<file path="src/rtl/instr_prefetch_queue.sv">
// -----------------------------------------------------------------------------
// instr_prefetch_queue
//
// Small FIFO between instruction fetch and decode. Each entry holds a fetched
// instruction word and the address it was fetched from. The head entry is
// driven combinationally from storage, so a word pushed on one edge is visible
// in the following cycle. There is no same-cycle bypass from input to output.
// A flush (taken branch/jump) empties the queue on the next edge.
//
// Parameters
//   DATA_W  instruction word width
//   PC_W    fetch address width
//   DEPTH   number of entries (power of two, >= 2)
//
// Ports
//   clk         clock, rising edge
//   reset       asynchronous, active-high reset
//   flush       synchronous discard of all entries; wins over push and pop
//   in_valid    fetch side presents in_instr/in_pc
//   in_instr    fetched instruction
//   in_pc       address of in_instr
//   in_ready    queue has a free entry (registered state only)
//   out_valid   head entry present
//   out_ready   decode consumes the head this cycle
//   instr_out   head instruction (0 when empty)
//   pc_out      head address (0 when empty)
//   is_c_instr  head instruction has its MSB set
//   count       number of occupied entries
// -----------------------------------------------------------------------------
module instr_prefetch_queue #(
  parameter int DATA_W = 16,
  parameter int PC_W   = 15,
  parameter int DEPTH  = 4
) (
  input  logic                         clk,
  input  logic                         reset,
  input  logic                         flush,
  input  logic                         in_valid,
  input  logic [DATA_W-1:0]            in_instr,
  input  logic [PC_W-1:0]              in_pc,
  output logic                         in_ready,
  output logic                         out_valid,
  input  logic                         out_ready,
  output logic [DATA_W-1:0]            instr_out,
  output logic [PC_W-1:0]              pc_out,
  output logic                         is_c_instr,
  output logic [$clog2(DEPTH+1)-1:0]   count
);

  localparam int PTR_W = $clog2(DEPTH);
  localparam int CNT_W = $clog2(DEPTH+1);

  logic [DATA_W-1:0] r_mem_instr [DEPTH];
  logic [PC_W-1:0]   r_mem_pc    [DEPTH];
  logic [PTR_W-1:0]  r_wr_ptr;
  logic [PTR_W-1:0]  r_rd_ptr;
  logic [CNT_W-1:0]  r_count;

  logic w_in_ready;
  logic w_out_valid;
  logic w_push;
  logic w_pop;

  // in_ready looks only at the occupancy register, so a full queue refuses a
  // word even when the head is being consumed in the same cycle.
  assign w_in_ready  = (r_count < CNT_W'(DEPTH));
  assign w_out_valid = (r_count != '0);
  assign w_push      = in_valid && w_in_ready && !flush;
  assign w_pop       = w_out_valid && out_ready && !flush;

  always_ff @(posedge clk or posedge reset) begin
    if (reset) begin
      r_wr_ptr <= '0;
      r_rd_ptr <= '0;
      r_count  <= '0;
    end else if (flush) begin
      r_wr_ptr <= '0;
      r_rd_ptr <= '0;
      r_count  <= '0;
    end else begin
      // Pointers are PTR_W bits wide and DEPTH is a power of two, so the
      // natural overflow of the increment is the modulo-DEPTH wrap.
      if (w_push) r_wr_ptr <= r_wr_ptr + PTR_W'(1);
      if (w_pop)  r_rd_ptr <= r_rd_ptr + PTR_W'(1);
      case ({w_push, w_pop})
        2'b10:   r_count <= r_count + CNT_W'(1);
        2'b01:   r_count <= r_count - CNT_W'(1);
        default: r_count <= r_count;
      endcase
    end
  end

  // Storage is not reset; pointers and count alone define what is visible.
  always_ff @(posedge clk) begin
    if (w_push) begin
      r_mem_instr[r_wr_ptr] <= in_instr;
      r_mem_pc[r_wr_ptr]    <= in_pc;
    end
  end

  assign in_ready   = w_in_ready;
  assign out_valid  = w_out_valid;
  assign count      = r_count;
  // Stale storage is masked so an empty queue always presents zeros.
  assign instr_out  = w_out_valid ? r_mem_instr[r_rd_ptr] : '0;
  assign pc_out     = w_out_valid ? r_mem_pc[r_rd_ptr]    : '0;
  assign is_c_instr = w_out_valid && r_mem_instr[r_rd_ptr][DATA_W-1];

endmodule

</file>
<file path="config.mk">
export PLATFORM = sky130hd
export DESIGN_NAME = instr_prefetch_queue
export DESIGN_NICKNAME = d
export VERILOG_FILES = /design/src/rtl/instr_prefetch_queue.sv
export SDC_FILE = /design/constraint.sdc
export NUM_CORES = 1
export LEC_CHECK = 0
export ABC_AREA = 1
export BUFFER_PORTS_ARGS = -buffer_cell sky130_fd_sc_hd__buf_2
export CORE_MARGIN = 2
export CORE_UTILIZATION = 61
export CTS_CLUSTER_DIAMETER = 120
export DETAILED_ROUTE_END_ITERATION = 10
export PLACE_DENSITY = 0.83
export SLEW_MARGIN = 5
export SYNTH_ARGS = -nofsm -noshare
export SYNTH_HDL_FRONTEND = slang
export SYNTH_SLANG_ARGS = --single-unit
</file>
<file path="constraint.sdc">
create_clock -name clk -period 6.6 [get_ports clk]
set_input_delay 1.32 -clock clk [delete_from_list [all_inputs] [get_ports clk]]
set_output_delay 1.32 -clock clk [all_outputs]
set_load 0.02 [all_outputs]
</file>
==> results.py <==
metrics = {
    "worst_setup_path": {
        "end_kind": "output port",
        "max_stage_delay_ns": 1.10,
        "required_ns": 5.28,
        "cp_cell_sequence": "clkinv_2 -> o21ai_0 -> a21oi_1 -> buf_2",
        "timing.critical_path.to": "pc_out[12]",
        "r2r_cells": 2,
        "cp_max_fo": 64,
        "reg2reg_to": "r_rd_ptr[0]",
        "worstPathArrival_ns": 3.47,
        "path_class": "flip-flop to output port",
        "slowest_stage": "dfrtp_2",
        "startpoint_type": "flip-flop",
        "cp-startpoint": "r_rd_ptr[0]",
        "r2r_start": "r_rd_ptr[0]",
        "reg2reg_slack_ns": 4.04,
    },
    "power_and_ir_drop": {
        "power_density_nw_per_um2": 443.7,
        "ir_drop_mv": 0.2915,
        "leakagePower_nw": 2.347,
    },
    "grt": {
        "grt_max_degree": 65,
        "grt_use_total": 0.2341,
        "grt_antenna_before_repair": 1,
        "overflow": 0,
        "grt_pass1_wl_mm": 17.02,
        "grt_pass1_vias": 3486,
    },
    "route": {
        "vias": 3436,
        "drtPass1Iterations": 5,
        "wirelength_mm": 10.44,
        "drtIter0Drc": 313,
        "wire_per_inst_um": 17.00,
        "post-route-drc-count": 0,
        "ant_nets": 0,
        "via_per_inst": 5.596,
    },
    "logic_synthesis": {
        "synth_seq_cells": 131,
        "synthTopCellsByArea": "edfxtp_1 (71%), nor2_1 (9.1%), o21ai_0 (5.5%)",
        "yosysWarnings": 0,
        "synth_top_area_cell": "edfxtp_1",
        "syn_nets": 468,
        "synth_cells": 427,
        "syn-cell-area_um2": 5274,
        "synth_top_area_share": 0.7060,
        "yosysSeqAreaShare": 0.7393,
        "syn_avg_cell_area_um2": 12.35,
        "synth_cell_type_count": 22,
    },
    "sta": {
        "fmax_mhz": 208.8,
        "finalCriticalPeriod_ns": 4.790,
        "finalCritPeriodShare": 0.7258,
        "timing.slew.headroom": 0.2606,
        "setup_slack_ns": 1.810,
        "hold_viol": 0,
        "maxSlewViolCount": 0,
        "rsz0062_at_grt": "no",
        "finalSetupViolCount": 0,
        "clock_skew_ns": 0.007027,
        "fin_tns_setup_ns": 0,
        "tightestPinTransition_ns": 1.109,
    },
    "clock_network": {
        "cts_tree": "done",
        "clk_pin_slew_worst_paths_ns": 0.06,
        "clock_path_buffers": 2,
        "cts.sinks": 131,
        "cts-buffers-inserted": 17,
        "post_cts_buffers": 0,
        "cts_root_buffer": "clkbuf_8",
        "clk_latency_ns": 0.52,
        "cts_max_level": 4,
        "hold_buffers": 0,
        "post_cts_resized": 0,
    },
    "run_status": {
        "status": "finished, final reports clean",
    },
    "placed_design": {
        "dp_slack_ns": 2.458,
        "place.detailed.hpwl_mm": 5.768,
        "gp_congestion": 0.7822,
        "place_area_um2": 5685,
        "port_buffers": 72,
    },
    "layout": {
        "final_cell_mix": "nor2_1 (124), edfxtp_1 (124), buf_2 (72)",
        "fin_util": 0.7582,
        "area.growth.synth_to_final_pct": 19.31,
        "final_cell_area_um2": 6292,
        "layout.nets": 537,
        "drive_gt1_frac": 0.2264,
    },
    "floorplan": {
        "die_y_um": 96.98,
        "start_util": 0.6355,
        "core_area_um2": 8299,
        "ios": 73,
        "die_w_um": 96.98,
        "fp-row-count": 33,
        "die_area_um2": 9405,
    },
    "flow_run": {
        "max_cap_violations": 0,
    },
    "min_path": {
        "hold_path.class": "flip-flop to flip-flop",
    },
}
==> worst max-delay path, delay by kind of cell (launching register included) <==
kind / cells / cell delay (ns)
buffers and inverters: 2 / 1.20
DFF: 1 / 1.10
AOI/OAI and AO/OA: 2 / 0.62
==> cells in the mapped netlist <==
master,n
a21oi_1,33
a21oi_2,1
a21oi_4,1
buf_2,8
buf_4,4
buf_6,1
clkbuf_1,10
clkinv_2,1
dfrtp_1,7
edfxtp_1,124
fa_1,1
ha_1,4
inv_1,14
inv_2,2
nand2_1,11
nand3_1,6
nand3_2,2
nand3_4,1
nand4_1,1
nor2_1,128
o21ai_0,58
o21ai_1,9
==> flip-flops by register name (all words and copies together), names as in the netlist <==
signal and count:
r_rd_ptr 2, r_mem_pc 60, count 3, r_mem_instr 64, r_wr_ptr 2
==> layer usage <==
metal	wire length [um]	vias up	GRT usage	share of wire
li1	-	1639	-	-
met1	4281	1647	0.2969	0.41
met2	5271	132	0.3825	0.50
met3	752	18	0.07370	0.072
met4	133	0	0.08667	0.013
met5	0	-	0	0
==> report_power, final <==
part | switching (mW) | internal (mW) | total [mW] | leakage, nW
clock | 0.336 | 0.610 | 0.946 | 0.284
sequential | 0.0644 | 0.992 | 1.06 | 1.22
combinational | 0.561 | 0.229 | 0.789 | 0.847
total | 0.961 | 1.83 | 2.79 | 2.35
==> metrics by stage <==
step	std cells	hold WS (ns)	power (mW)
after global placement	582	0.5501	1.835
final	614	0.5959	2.792
after floorplan	427	0.5144	1.615
after detailed placement	582	0.5666	1.855
after global routing	613	0.6255	2.917
after CTS	613	0.5984	2.805
==> worst min-delay path by stage <==
stage                             end  slack, ns  cells past startpoint        start
after detailed placement     count[2]       0.57                      2     count[2]
after CTS                    count[2]       0.60                      2     count[2]
after global routing      r_wr_ptr[0]       0.63                      1  r_wr_ptr[0]
after floorplan           r_wr_ptr[0]       0.51                      1  r_wr_ptr[0]
after global placement    r_wr_ptr[0]       0.55                      1  r_wr_ptr[0]
final                        count[2]       0.60                      2     count[2]
==> area by class of cell <==
type,instances,area (um^2)
Multi-Input combinational cell,256,1221
Clock buffer,18,417.9
Fill cell,506,2007
Clock inverter,13,186.4
Inverter,17,65.06
Tap cell,105,131.4
Sequential cell,131,3900
Antenna cell,1,2.502
Timing Repair Buffer,73,367.9
==> cells by family after synthesis <==
family / synth area share
flip-flops: 0.7393
AND/OR/NAND/NOR: 0.1129
AO/OA/AOI/OAI: 0.09965
adder cells (fa/ha/maj): 0.01329
buffers and inverters: 0.03488
No activity file was read; power rests on OpenSTA's default activity.
